`src/rtl/stride_pkg.sv`:
```
// Shared types and defaults for the stride_8 frame scheduler.
package stride_pkg;

    // Output beats per stride_8 frame and the RUN-state silence limit.
    localparam int N_BEATS_DEF = 8;
    localparam int TIMEOUT_DEF = 16;

    // Width of the beat index presented to the datapath.
    localparam int BEAT_W = 3;

    // Scheduler FSM states.
    typedef enum logic [1:0] {
        ST_IDLE = 2'd0,
        ST_LOAD = 2'd1,
        ST_RUN  = 2'd2,
        ST_DONE = 2'd3
    } state_t;

endpackage

```
`src/rtl/stride_8_sched_if.sv`:
```
// Handshake bundle between the requesters/stride_8 unit and the scheduler.
interface stride_8_sched_if #(
    parameter int NB_CNT = 16
);
    logic              i_enable;
    logic              i_req_a;
    logic              i_req_b;
    logic              o_gnt_a;
    logic              o_gnt_b;
    logic              o_sel;
    logic              o_st_valid;
    logic              o_st_enable;
    logic              i_st_ready;
    logic              i_st_valid;
    logic [2:0]        o_beat_idx;
    logic              o_done_a;
    logic              o_done_b;
    logic              o_err;
    logic [NB_CNT-1:0] o_frame_cnt;

    // Scheduler side.
    modport slave (
        input  i_enable, i_req_a, i_req_b, i_st_ready, i_st_valid,
        output o_gnt_a, o_gnt_b, o_sel, o_st_valid, o_st_enable,
               o_beat_idx, o_done_a, o_done_b, o_err, o_frame_cnt
    );

    // Requester / stride_8 side.
    modport master (
        output i_enable, i_req_a, i_req_b, i_st_ready, i_st_valid,
        input  o_gnt_a, o_gnt_b, o_sel, o_st_valid, o_st_enable,
               o_beat_idx, o_done_a, o_done_b, o_err, o_frame_cnt
    );
endinterface

```
`src/rtl/stride_8_sched_rr_arb2.sv`:
```
// Two-way round-robin arbiter: one-hot grant from the live requests, the
// pointer moves to the other requester whenever a grant is accepted.
module rr_arb2 (
    input  logic       clk,
    input  logic       srst,
    input  logic [1:0] req,
    input  logic       accept,
    output logic [1:0] gnt
);
    // ptr_reg names the requester that wins a tie (0 = A, 1 = B).
    logic ptr_reg;
    logic ptr_next;

    generate
        for (genvar gi = 0; gi < 2; gi++) begin : g_gnt
            assign gnt[gi] = req[gi] & (~req[1 - gi] | (ptr_reg == 1'(gi)));
        end
    endgenerate

    // After serving A favour B, after serving B favour A.
    always_comb begin
        ptr_next = ptr_reg;
        if (accept) begin
            ptr_next = gnt[0];
        end
    end

    // Pointer register; reset favours A.
    always_ff @(posedge clk) begin
        if (srst) begin
            ptr_reg <= 1'b0;
        end else begin
            ptr_reg <= ptr_next;
        end
    end
endmodule

```
`src/rtl/stride_8_sched.sv`:
```
// Frame scheduler for a stride_8 unit: arbitrates two requesters, issues one
// load per frame, counts output beats, and guards RUN with a timeout.
module stride_8_sched
    import stride_pkg::*;
#(
    parameter int N_BEATS = N_BEATS_DEF,
    parameter int TIMEOUT = TIMEOUT_DEF,
    parameter int NB_CNT  = 16
) (
    input  logic              i_clk,
    input  logic              i_rst,
    stride_8_sched_if.slave   bus
);
    localparam int TMO_W = $clog2(TIMEOUT + 1);

    state_t              state_reg, state_next;
    logic                gnt_a_reg, gnt_a_next;
    logic                gnt_b_reg, gnt_b_next;
    logic                sel_reg, sel_next;
    logic                st_valid_reg, st_valid_next;
    logic [BEAT_W-1:0]   beat_reg, beat_next;
    logic [TMO_W-1:0]    tmo_reg, tmo_next;
    logic                done_a_reg, done_a_next;
    logic                done_b_reg, done_b_next;
    logic                err_reg, err_next;
    logic [NB_CNT-1:0]   cnt_reg, cnt_next;

    logic [1:0]          arb_gnt;
    logic                accept;

    // A grant is taken only from IDLE while enabled, so the pointer moves
    // exactly once per frame.
    assign accept = bus.i_enable && (state_reg == ST_IDLE) && (arb_gnt != 2'b00);

    rr_arb2 u_arb (
        .clk    (i_clk),
        .srst   (i_rst),
        .req    ({bus.i_req_b, bus.i_req_a}),
        .accept (accept),
        .gnt    (arb_gnt)
    );

    // Next-state and output decode; everything holds and pulses clear while
    // i_enable is low.
    always_comb begin
        state_next    = state_reg;
        gnt_a_next    = gnt_a_reg;
        gnt_b_next    = gnt_b_reg;
        sel_next      = sel_reg;
        st_valid_next = st_valid_reg;
        beat_next     = beat_reg;
        tmo_next      = tmo_reg;
        cnt_next      = cnt_reg;
        done_a_next   = 1'b0;
        done_b_next   = 1'b0;
        err_next      = 1'b0;

        if (bus.i_enable) begin
            case (state_reg)
                ST_IDLE: begin
                    beat_next = '0;
                    tmo_next  = '0;
                    if (arb_gnt != 2'b00) begin
                        state_next    = ST_LOAD;
                        gnt_a_next    = arb_gnt[0];
                        gnt_b_next    = arb_gnt[1];
                        sel_next      = arb_gnt[1];
                        st_valid_next = 1'b1;
                    end
                end
                ST_LOAD: begin
                    // Load strobe stays up until stride_8 takes it.
                    if (bus.i_st_ready) begin
                        state_next    = ST_RUN;
                        st_valid_next = 1'b0;
                        tmo_next      = '0;
                        beat_next     = '0;
                    end
                end
                ST_RUN: begin
                    if (bus.i_st_valid) begin
                        tmo_next = '0;
                        if (beat_reg == BEAT_W'(N_BEATS - 1)) begin
                            state_next  = ST_DONE;
                            beat_next   = '0;
                            done_a_next = gnt_a_reg;
                            done_b_next = gnt_b_reg;
                            cnt_next    = cnt_reg + NB_CNT'(1);
                        end else begin
                            beat_next = beat_reg + BEAT_W'(1);
                        end
                    end else if (tmo_reg == TMO_W'(TIMEOUT - 1)) begin
                        // Abandon the frame: no done pulse, no count.
                        state_next = ST_IDLE;
                        err_next   = 1'b1;
                        gnt_a_next = 1'b0;
                        gnt_b_next = 1'b0;
                        beat_next  = '0;
                        tmo_next   = '0;
                    end else begin
                        tmo_next = tmo_reg + TMO_W'(1);
                    end
                end
                ST_DONE: begin
                    // No grant here, so frames are spaced by an IDLE cycle.
                    state_next = ST_IDLE;
                    gnt_a_next = 1'b0;
                    gnt_b_next = 1'b0;
                end
                default: begin
                    state_next = ST_IDLE;
                end
            endcase
        end
    end

    // State and output registers; reset overrides enable.
    always_ff @(posedge i_clk) begin
        if (i_rst) begin
            state_reg    <= ST_IDLE;
            gnt_a_reg    <= 1'b0;
            gnt_b_reg    <= 1'b0;
            sel_reg      <= 1'b0;
            st_valid_reg <= 1'b0;
            beat_reg     <= '0;
            tmo_reg      <= '0;
            done_a_reg   <= 1'b0;
            done_b_reg   <= 1'b0;
            err_reg      <= 1'b0;
            cnt_reg      <= '0;
        end else begin
            state_reg    <= state_next;
            gnt_a_reg    <= gnt_a_next;
            gnt_b_reg    <= gnt_b_next;
            sel_reg      <= sel_next;
            st_valid_reg <= st_valid_next;
            beat_reg     <= beat_next;
            tmo_reg      <= tmo_next;
            done_a_reg   <= done_a_next;
            done_b_reg   <= done_b_next;
            err_reg      <= err_next;
            cnt_reg      <= cnt_next;
        end
    end

    assign bus.o_gnt_a     = gnt_a_reg;
    assign bus.o_gnt_b     = gnt_b_reg;
    assign bus.o_sel       = sel_reg;
    assign bus.o_beat_idx  = beat_reg;
    assign bus.o_done_a    = done_a_reg;
    assign bus.o_done_b    = done_b_reg;
    assign bus.o_err       = err_reg;
    assign bus.o_frame_cnt = cnt_reg;

    // The stride_8 strobes follow i_enable in the same cycle so the unit is
    // never driven while the scheduler is frozen; the rest is a register.
    assign bus.o_st_valid  = st_valid_reg & bus.i_enable;
    assign bus.o_st_enable = bus.i_enable & ((state_reg == ST_LOAD) || (state_reg == ST_RUN));
endmodule

```
`src/flat_wrapper.sv`:
```
// flat-port wrapper written by rule: the top's interface ports become plain ports
module stride_8_sched_flat import stride_pkg::*;
#(
    parameter int N_BEATS = N_BEATS_DEF,
    parameter int TIMEOUT = TIMEOUT_DEF,
    parameter int NB_CNT  = 16
)
  (i_clk, i_rst, bus_i_enable, bus_i_req_a, bus_i_req_b, bus_i_st_ready, bus_i_st_valid, bus_o_gnt_a, bus_o_gnt_b, bus_o_sel, bus_o_st_valid, bus_o_st_enable, bus_o_beat_idx, bus_o_done_a, bus_o_done_b, bus_o_err, bus_o_frame_cnt);
  stride_8_sched_if #(.NB_CNT(NB_CNT)) bus_i ();
  input  logic i_clk;
  input  logic i_rst;
  input wire logic [$bits(bus_i.i_enable)-1:0] bus_i_enable;
  input wire logic [$bits(bus_i.i_req_a)-1:0] bus_i_req_a;
  input wire logic [$bits(bus_i.i_req_b)-1:0] bus_i_req_b;
  input wire logic [$bits(bus_i.i_st_ready)-1:0] bus_i_st_ready;
  input wire logic [$bits(bus_i.i_st_valid)-1:0] bus_i_st_valid;
  output wire logic [$bits(bus_i.o_gnt_a)-1:0] bus_o_gnt_a;
  output wire logic [$bits(bus_i.o_gnt_b)-1:0] bus_o_gnt_b;
  output wire logic [$bits(bus_i.o_sel)-1:0] bus_o_sel;
  output wire logic [$bits(bus_i.o_st_valid)-1:0] bus_o_st_valid;
  output wire logic [$bits(bus_i.o_st_enable)-1:0] bus_o_st_enable;
  output wire logic [$bits(bus_i.o_beat_idx)-1:0] bus_o_beat_idx;
  output wire logic [$bits(bus_i.o_done_a)-1:0] bus_o_done_a;
  output wire logic [$bits(bus_i.o_done_b)-1:0] bus_o_done_b;
  output wire logic [$bits(bus_i.o_err)-1:0] bus_o_err;
  output wire logic [$bits(bus_i.o_frame_cnt)-1:0] bus_o_frame_cnt;
  assign bus_i.i_enable = bus_i_enable;
  assign bus_i.i_req_a = bus_i_req_a;
  assign bus_i.i_req_b = bus_i_req_b;
  assign bus_i.i_st_ready = bus_i_st_ready;
  assign bus_i.i_st_valid = bus_i_st_valid;
  assign bus_o_gnt_a = bus_i.o_gnt_a;
  assign bus_o_gnt_b = bus_i.o_gnt_b;
  assign bus_o_sel = bus_i.o_sel;
  assign bus_o_st_valid = bus_i.o_st_valid;
  assign bus_o_st_enable = bus_i.o_st_enable;
  assign bus_o_beat_idx = bus_i.o_beat_idx;
  assign bus_o_done_a = bus_i.o_done_a;
  assign bus_o_done_b = bus_i.o_done_b;
  assign bus_o_err = bus_i.o_err;
  assign bus_o_frame_cnt = bus_i.o_frame_cnt;
  stride_8_sched #(.N_BEATS(N_BEATS), .TIMEOUT(TIMEOUT), .NB_CNT(NB_CNT)) u_core (.i_clk(i_clk), .i_rst(i_rst), .bus(bus_i));
endmodule
```
`config.mk`:
```
export PLATFORM = sky130hd
export DESIGN_NAME = stride_8_sched_flat
export DESIGN_NICKNAME = d
export VERILOG_FILES = /design/src/rtl/stride_pkg.sv /design/src/rtl/stride_8_sched_if.sv /design/src/rtl/stride_8_sched_rr_arb2.sv /design/src/rtl/stride_8_sched.sv /design/src/flat_wrapper.sv
export SDC_FILE = /design/constraint.sdc
export NUM_CORES = 1
export LEC_CHECK = 0
export ABC_AREA = 1
export BUFFER_PORTS_ARGS = -buffer_cell sky130_fd_sc_hd__buf_2
export CAP_MARGIN = 20
export CORE_UTILIZATION = 58
export DETAILED_ROUTE_END_ITERATION = 6
export GPL_TIMING_DRIVEN = 0
export PLACE_DENSITY = 0.85
export SLEW_MARGIN = 20
export SYNTH_ARGS = -nofsm -noshare
export SYNTH_HDL_FRONTEND = slang
export SYNTH_SLANG_ARGS = --single-unit
```
`constraint.sdc`:
```
create_clock -name i_clk -period 4.15 [get_ports i_clk]
set_clock_uncertainty 0.1 [all_clocks]
set_input_delay 1.0375 -clock i_clk [delete_from_list [all_inputs] [get_ports i_clk]]
set_output_delay 1.0375 -clock i_clk [all_outputs]
set_load 0.005 [all_outputs]
```
==> flow_summary.toml, run 1 <==
[outcome]
status = "finished, final reports clean"

[worst_setup_path]
worst-r2r-cell-count = 8
critical_path_class = "in2out"
crit_path_max_fanout = 6
reg2reg_to = "u_core.bus.o_beat_idx[2]"
cp.required_ns = 3.01
r2r_setup_slack_ns = 2.37
crit-reg2reg-launch = "u_core.state_reg[1]"
cp-end-kind = "output pin"
critPathArrivalTime_ns = 1.41
critPathLaunchType = "primary input"

[clocking]
numCtsBuffers = 5
htreeDepth = 2
clockBufferDepth = 2
tritoncts = "built"
clk-insertion-delay-late_ns = 0.36
cts_resized = 0
root_buffer = "clkbuf_4"
hold_buffers = 0
clock-sinks = 34
path_clk_slew_ns = 0.11
post-cts-setup-buffers = 0

[timing]
max-slew-margin-rel = 0.665
max_freq_mhz = 393
rsz0062_at_grt = "no"
slew_viol_final = 0
tightest_slew_ns = 0.502
setup_viol = 0
fin_crit_sh = 0.613
fin_crit_ns = 2.54
fin_setup_tns_ns = 0
hold_viol = 0

[final_layout]
nets = 301
layout_common_cells = "52 x nand2_1, 35 x inv_1, 34 x dfxtp_1"
n_antenna_cell = 0
largest_reg_flops = 16
mostFrequentLayoutCell = "nand2_1"
area.growth.synth_to_final_pct = 15.1
fillCellCount = 242
stdcell_count = 318
drive_above_1_share = 0.188

[synth]
synth_nets = 261
synth_xor_area_frac = 0.00503
synthSimpleGateAreaFrac = 0.352
avgSynthCellArea_sq_um = 7.09
synthMuxAreaShare = 0
synth_cell_type_count = 28
netlist_area_sq_mm = 0.00174
synth_compound_area_frac = 0.108
synth_top_family_by_area = "simple AND/OR/NAND/NOR gates"
ys_seq_area_frac = 0.391
syn_inst = 246
yosysWarnings = 0
ys_seq_elements = 34
synthAdderAreaFrac = 0.0574

[drt]
post_drt_wl_per_cell_microns = 11.2
vias_per_cell = 5.23
ant_nets = 0
drc = 0
drt_wl_total_microns = 3570
vias = 1664
first_pass_iters = 4
dr.first_iter.drc_count = 56

[global_routing]
first_global_vias = 1485
overflow = 0
grt_pass1_wl_microns = 6270
antenna_found_initial = 0
grt_max_degree = 11
grtUsageTotal = 0.255

[pwr]
p_switching_mw = 0.168
ir_worst_vdd_uv = 216
p_total_mw = 0.612
switching_share = 0.275
p_int_mw = 0.444
combPwrFrac = 0.119
p_clk_frac = 0.322
power_density_mw_per_mm2 = 305
power_frac_seq = 0.559
p_leak_nw = 1.02

[floorplanning]
core_sq_mm = 0.00281
start_util = 0.621
die_area_sq_mm = 0.00323
rows = 19
die_x_microns = 56.8
io_pins = 34
fp.dieH_microns = 56.8

[run]
drv_cap = 0

[placement]
placedCellCount = 310
io_buffers = 33
place_congestion = 0.916
dp_hpwl_microns = 2640

[worst_hold_path]
hold_class = "reg2reg"
hold_depth = 2
hold_path_end = "u_core.st_valid_reg"
worstHoldStart = "u_core.st_valid_reg"
## synthesized netlist by cell type
cell type	n	area, sq um
nor3_1	9	45.0
nand2_2	1	6.26
nand2_4	1	11.3
nor2_2	2	12.5
nor2_4	1	11.3
or2_0	1	6.26
inv_1	35	131
and3_2	2	15.0
nor3b_1	1	7.51
nand3_2	1	10.0
dfxtp_1	34	681
a31oi_1	1	6.26
nand3b_1	1	7.51
ha_1	8	100
nand3_4	1	17.5
o21ai_0	15	75.1
a21oi_1	17	85.1
nor2_1	32	120
nand3_1	15	75.1
inv_2	2	7.51
a211oi_1	3	22.5
nand2_1	52	195
nor2b_2	1	8.76
nor4_1	1	6.26
nand4_1	3	18.8
clkbuf_1	3	11.3
nor2_8	2	40.0
xor2_1	1	8.76
## kinds of logic after synthesis
logic type	after synthesis
and+or+nand+nor	127
xor gates and xnor gates	1
adders and majority gates	8
buffers and inverters	40
DFF	34
AOI/OAI and AO/OA	36
## worst max-delay path by stage
| stage | start | endpoint | slack (ns) |
|---|---|---|---|
| final | bus_i_enable | bus_o_st_valid | 1.61 |
| after floorplan | bus_i_enable | bus_o_st_valid | 1.89 |
| after global routing | u_core.state_reg[1] | bus_o_st_enable | 1.56 |
| after global placement | bus_i_enable | bus_o_st_valid | 1.61 |
| after CTS | bus_i_enable | bus_o_st_valid | 1.60 |
| after detailed placement | bus_i_enable | bus_o_st_valid | 1.61 |
## stage by stage
stage	area, sq um	util	worst slack, ns	hold WS [ns]
after floorplan	1740	-	1.89	0.329
after global placement	1950	0.694	1.61	0.342
after detailed placement	1950	0.694	1.61	0.355
after CTS	2010	0.715	1.60	0.371
after global routing	2010	0.715	1.56	0.409
final	2010	0.715	1.61	0.370
## power groups by stage
stage / sequential [mW] / clock [mW] / combinational (mW)
2_1_floorplan: 0.348 / 0 / 0.0503
3_3_place_gp: 0.349 / 0 / 0.0700
3_5_place_dp: 0.350 / 0 / 0.0720
4_1_cts: 0.342 / 0.202 / 0.0725
5_1_grt: 0.344 / 0.215 / 0.0843
6_report: 0.342 / 0.197 / 0.0728
## layout make-up
class / instances / area, sq um / area share
plain buffers: 3 / 11.3 / 0.00561
clock buffers: 7 / 55.1 / 0.0274
clock inverters: 1 / 5.00 / 0.00249
inverters: 37 / 139 / 0.0692
multi-input cells: 172 / 912 / 0.454
flip-flops and latches: 34 / 681 / 0.339
well taps: 31 / 38.8 / 0.0193
repair buffers: 33 / 165 / 0.0823
## critical path, stage by stage
cell and delay [ns]:
buf_2 0.15, nand2_1 0.07, inv_1 0.05, buf_2 0.10
## routing by layer
layer  share of wire  global-route usage  vias to the layer above
met5               0                   0                        -
met4           0.022               0.146                        0
met3           0.041              0.0484                        8
met2            0.47               0.420                       39
met1            0.47               0.309                      747
li1                -                   -                      870
No activity file was read; power rests on OpenSTA's default activity.
==> inputs of run 2 (changes only) <==
--- a/config.mk
+++ b/config.mk
@@ -8,10 +8,10 @@
 export ABC_AREA = 1
 export BUFFER_PORTS_ARGS = -buffer_cell sky130_fd_sc_hd__buf_2
 export CAP_MARGIN = 20
-export CORE_UTILIZATION = 58
+export CORE_UTILIZATION = 49
 export DETAILED_ROUTE_END_ITERATION = 6
 export GPL_TIMING_DRIVEN = 0
-export PLACE_DENSITY = 0.85
+export PLACE_DENSITY = 0.77
 export SLEW_MARGIN = 20
 export SYNTH_ARGS = -nofsm -noshare
 export SYNTH_HDL_FRONTEND = slang
==> constraint.sdc (replaced) <==
create_clock -name i_clk -period 2.25 [get_ports i_clk]
set_clock_uncertainty 0.1 [all_clocks]
set_input_delay 0.5625 -clock i_clk [delete_from_list [all_inputs] [get_ports i_clk]]
set_output_delay 0.5625 -clock i_clk [all_outputs]
set_load 0.005 [all_outputs]
==> run 2 against run 1 <==
Clock-buffer cell count is 1 lower. Utilization is 11 points lower. Global-route usage is 4.8 points lower. Critical path type is now reg2out. Critical endpoint is now bus_o_st_enable.
==> flow_summary.toml, run 2 (same netlist as run 1, synthesis figures left out) <==
[worst_setup_path]
cp_cell_sequence = "inv_1, ha_1, nand2_1, inv_1, buf_2"
crit_path_max_fanout = 4
cpPeakStageDelay_ns = 0.39
cp.required_ns = 1.59
crit-reg2reg-launch = "u_core.state_reg[0]"
cp-end-kind = "output pin"
critPathLaunchType = "register"
cp-startpoint = "u_core.state_reg[0]"
cp_common_cell = "inv_1"
critPathArrivalTime_ns = 1.32
critical_path_class = "reg2out"
cp_slowest_cell = "dfxtp_1"

[placement]
place_congestion = 0.851
place_area_sq_mm = 0.00197
io_buffers = 33
dp_hpwl_microns = 2610

[timing]
rsz0062_at_grt = "no"
max-slew-margin-rel = 0.660
max_freq_mhz = 504
fin_crit_sh = 0.881
fin_setup_tns_ns = 0
hold_viol = 0
tightest_slew_ns = 0.510
fin_crit_ns = 1.98
slew_viol_final = 0
setup_viol = 0

[clocking]
clock-sinks = 34
hold_buffers = 0
htreeDepth = 2
root_buffer = "clkbuf_4"
tritoncts = "built"
clockBufferDepth = 2
clk-insertion-delay-late_ns = 0.35
post-cts-setup-buffers = 0
cts_resized = 0
path_clk_slew_ns = 0.11
numCtsBuffers = 5

[global_routing]
first_global_vias = 1305
grtUsageTotal = 0.207
overflow = 0
grt_max_degree = 11
antenna_found_initial = 0
grt_pass1_wl_microns = 5700

[drt]
dr.first_iter.drc_count = 89
drt_wl_total_microns = 3570
ant_nets = 0
vias_per_cell = 4.97
drc = 0
first_pass_iters = 4
post_drt_wl_per_cell_microns = 10.8
vias = 1650

[pwr]
p_leak_nw = 1.03
power_density_mw_per_mm2 = 604
ir_worst_vdd_uv = 387

[final_layout]
layout_common_cells = "52 x nand2_1, 35 x inv_1, 34 x dfxtp_1"
fillCellCount = 348
utilization = 0.609
seqCellArea_sq_um = 681
largest_reg_flops = 16
fin_area_sq_mm = 0.00205
multiInputGateArea_sq_um = 912
mostFrequentLayoutCell = "nand2_1"
drive_above_1_share = 0.189
area.growth.synth_to_final_pct = 17.4
nets = 301
n_antenna_cell = 0

[worst_hold_path]
hold_class = "in2reg"
worstHoldStart = "i_rst"

[floorplanning]
die_area_sq_mm = 0.00380
io_pins = 34
rows = 21
start_util = 0.518
core_sq_mm = 0.00336
die_x_microns = 61.6
fp.dieH_microns = 61.6

[outcome]
status = "finished, final reports clean"

[run]
drv_cap = 0
==> run 2: changes by cell type in the layout (fill, tap and decap cells not counted), sizes merged <==
| cell | change |
|---|---|
| clkbuf | -1 |
| clkinv | -1 |
| bufinv | +1 |
==> run 2: final cells by class <==
| cell class | instances | share of cell area |
|---|---|---|
| Sequential cell | 34 | 0.333 |
| Inverter | 37 | 0.0678 |
| Buffer | 3 | 0.00550 |
| Clock inverter | 1 | 0.0147 |
| Multi-Input combinational cell | 172 | 0.446 |
| Tap cell | 46 | 0.0281 |
| Clock buffer | 6 | 0.0251 |
| Timing Repair Buffer | 33 | 0.0807 |
==> run 2: routing by layer <==
| layer | share of wire | vias up | global-route usage |
|---|---|---|---|
| li1 | - | 867 | - |
| met1 | 0.50 | 734 | 0.276 |
| met2 | 0.44 | 44 | 0.310 |
| met3 | 0.048 | 5 | 0.0693 |
| met4 | 0.014 | 0 | 0.0762 |
| met5 | 0 | - | 0 |
==> run 2: critical path, delay by kind of cell, from the launching register on <==
kind / cells / cell delay (ns)
adders and majority gates: 1 / 0.29
and+or+nand+nor: 1 / 0.05
buffers and inverters: 3 / 0.23
DFF: 1 / 0.39
==> run 2: final timing paths <==
kind / endpoint / slack (ns) / cells past startpoint
max: bus_o_st_enable / 0.27 / 5
min: u_core.bus.o_err / 0.34 / 2
max reg2reg: u_core.bus.o_frame_cnt[14] / 0.43 / 9
min reg2reg: u_core.st_valid_reg / 0.36 / 2
==> run 2: power by group <==
part	switching (mW)	leakage (nW)	internal [mW]	total, mW
sequential	0.0126	0.275	0.618	0.631
clock	0.213	0.0443	0.259	0.472
combinational	0.0850	0.709	0.0490	0.134
total	0.310	1.03	0.926	1.24
==> run 2: stage by stage <==
step           hold slack [ns]  setup WS, ns  total power [mW]  instances
2_1_floorplan            0.329         0.691             0.736        246
3_3_place_gp             0.342         0.494             0.776        325
3_5_place_dp             0.341         0.472             0.778        325
4_1_cts                  0.343         0.264              1.24        332
5_1_grt                  0.333         0.183              1.29        332
6_report                 0.344         0.268              1.24        332
==> inputs of run 3 (changes only) <==
--- a/config.mk
+++ b/config.mk
@@ -5,13 +5,12 @@
 export SDC_FILE = /design/constraint.sdc
 export NUM_CORES = 1
 export LEC_CHECK = 0
-export ABC_AREA = 1
 export BUFFER_PORTS_ARGS = -buffer_cell sky130_fd_sc_hd__buf_2
 export CAP_MARGIN = 20
-export CORE_UTILIZATION = 49
+export CORE_UTILIZATION = 48
 export DETAILED_ROUTE_END_ITERATION = 6
 export GPL_TIMING_DRIVEN = 0
-export PLACE_DENSITY = 0.77
+export PLACE_DENSITY = 0.76
 export SLEW_MARGIN = 20
 export SYNTH_ARGS = -nofsm -noshare
 export SYNTH_HDL_FRONTEND = slang
==> run 3 against run 2 <==
First-iteration DRC count decreased by 74%. Area after synthesis decreased by 5.6%. Wire length decreased by 3.9%. Register-to-register slack got worse by 0.35 ns. Critical path type is now reg2reg. Highest routed layer unchanged.
==> flow_summary.toml, run 3 <==
[worst_hold_path]
hold_depth = 1
worstHoldStart = "u_core.st_valid_reg"
hold_class = "reg2reg"
hold_path_end = "u_core.st_valid_reg"

[drt]
vias_per_cell = 5.44
wl_met1_microns = 1670
drc = 0
top_layer = "met4"
wl_met2_microns = 1610
dr.first_iter.drc_count = 23
ant_nets = 0
post_drt_wl_per_cell_microns = 12.4
wl_met3_microns = 113
first_pass_iters = 4
drt_wl_total_microns = 3430
vias = 1508

[final_layout]
drive_above_1_share = 0.215
area.growth.synth_to_final_pct = 17.4
nets = 247
layout_common_cells = "32 x dfxtp_1, 31 x buf_2, 17 x o21ai_0, 17 x nand2_1, 16 x a21oi_1"
n_antenna_cell = 0
mostFrequentLayoutCell = "dfxtp_1"
largest_reg_flops = 16
fin_area_sq_mm = 0.00193

[floorplanning]
die_area_sq_mm = 0.00367
core_sq_mm = 0.00315
io_pins = 34
rows = 20
fp.dieH_microns = 60.5
start_util = 0.522
die_x_microns = 60.5

[worst_setup_path]
critical_path_class = "reg2reg"
cp-end-kind = "register"
critPathLaunchType = "register"
critPathArrivalTime_ns = 2.29
reg2reg_to = "u_core.bus.o_frame_cnt[15]"
cp.required_ns = 2.37
worst-r2r-cell-count = 6
crit_path_max_fanout = 6
crit-reg2reg-launch = "u_core.bus.o_beat_idx[1]"
r2r_setup_slack_ns = 0.08

[outcome]
status = "finished, final reports clean"

[synth]
synth-edff-count = 0
synth_cell_type_count = 38
synth_top_area_cell = "dfxtp_1"
async_reset_ff_frac = 0
ys_seq_elements = 34
ys.flop_type = "dfxtp_1"
ys_seq_area_frac = 0.414
netlist_area_sq_mm = 0.00165
yosysWarnings = 0
synth_nets = 210
yosysTopAreaCellShare = 0.414
syn_inst = 195
synthTopCellsByArea = "dfxtp_1 41%, ha_1 6.1%, o21ai_0 5.2%, a21oi_1 4.9%, nand2_1 3.9%"
avgSynthCellArea_sq_um = 8.44
yosysMostFrequentCell = "dfxtp_1"
netlist_top_cells_count = "34 x dfxtp_1, 17 x nand2_1, 17 x o21ai_0"

[timing]
slew_viol_final = 0
tightest_slew_ns = 0.653
setup_slack_ns = 0.0845
setup_viol = 0
fin_crit_ns = 2.17
hold_viol = 0
fin_crit_sh = 0.962
max-slew-margin-rel = 0.561
max_freq_mhz = 462

[clocking]
hold_buffers = 0
path_clk_slew_ns = 0.10
htreeDepth = 2
clk-insertion-delay-late_ns = 0.32
root_buffer = "clkbuf_4"
tritoncts = "built"
clockBufferDepth = 2
numCtsBuffers = 5
clock-sinks = 34

[run]
drv_cap = 0

[placement]
place_area_sq_mm = 0.00186
dp_hpwl_microns = 2400
io_buffers = 31
place_congestion = 0.814
dp_slack_ns = 0.0134

[pwr]
p_leak_nw = 0.758
ir_worst_vdd_uv = 293
power_density_mw_per_mm2 = 555

[global_routing]
overflow = 0
grt_max_degree = 11
antenna_found_initial = 0
first_global_vias = 1214
grtUsageTotal = 0.203
grt_pass1_wl_microns = 5500
-- run 3: cell count changes after synthesis, sizes merged, moves of 3 or more --
cell / delta
nor2: -23
xnor2: +6
nand3: -8
nor3: -4
or4: +4
nand2: -37
inv: -31
nand4: +3
or3: +10
nor4: +5
clkbuf: +4
-- run 3: where the power goes --
part | total (mW) | switching [mW] | internal (mW)
logic | 0.105 | 0.0632 | 0.0421
registers | 0.621 | 0.00800 | 0.613
clock network | 0.347 | 0.195 | 0.152
total | 1.07 | 0.266 | 0.807
-- run 3: kinds of logic (layout without fill, tap and decap cells) --
logic type,Yosys count,count (layout),synth area share
xor gates and xnor gates,8,8,0.0426
buffers and inverters,14,52,0.0357
DFF,34,34,0.414
AOI/OAI and AO/OA,44,44,0.154
and+or+nand+nor,87,87,0.294
adders and majority gates,8,8,0.0608
-- run 3: metrics by stage --
| step | hold WS [ns] | setup TNS (ns) | util | total power [mW] | instances |
|---|---|---|---|---|---|
| after floorplan | 0.332 | 0 | - | 0.704 | 195 |
| after global placement | 0.352 | 0 | 0.588 | 0.736 | 270 |
| after detailed placement | 0.351 | 0 | 0.588 | 0.736 | 270 |
| after CTS | 0.377 | 0 | 0.610 | 1.08 | 278 |
| after global routing | 0.396 | -0.0228 | 0.613 | 1.13 | 277 |
| final | 0.375 | 0 | 0.613 | 1.07 | 277 |
-- run 3: area by class of cell --
type | instances | area (sq um)
fillers | 328 | 1220
clock inverters | 1 | 5.00
clock buffers | 7 | 55.1
flip-flops and latches | 34 | 683
well taps | 44 | 55.1
repair buffers | 31 | 155
inverters | 6 | 22.5
multi-input cells | 147 | 922
plain buffers | 7 | 33.8
-- run 3: routing by layer --
| metal | GRT usage | up-vias |
|---|---|---|
| li1 | - | 779 |
| met1 | 0.276 | 695 |
| met2 | 0.320 | 29 |
| met3 | 0.0469 | 5 |
| met4 | 0.0682 | 0 |
| met5 | 0 | - |
-- run 3: worst max-delay path by stage --
stage | end | start | cells past startpoint
after CTS | u_core.tmo_reg[3] | u_core.state_reg[1] | 7
final | u_core.bus.o_frame_cnt[15] | u_core.bus.o_beat_idx[1] | 6
after global routing | u_core.bus.o_frame_cnt[13] | u_core.bus.o_beat_idx[1] | 6
after detailed placement | u_core.bus.o_frame_cnt[15] | u_core.state_reg[0] | 7
after floorplan | u_core.bus.o_frame_cnt[15] | bus_i_enable | 5
after global placement | u_core.bus.o_frame_cnt[15] | u_core.state_reg[0] | 7
-- run 3: worst max-delay path: stages (launching register included) --
cell	delay, ns
dfxtp_1	0.37
ha_1	0.18
ha_2	0.24
nand4_4	0.14
or4_4	0.57
o31a_1	0.31
o21ba_1	0.17
-- run 3: timing repair --
| action | in CTS | in global routing |
|---|---|---|
| buffers inserted | 0 | 0 |
| setup endpoints to repair | 1 | 7 |
| resized for setup | 1 | 7 |
| pin swaps | 0 | 0 |
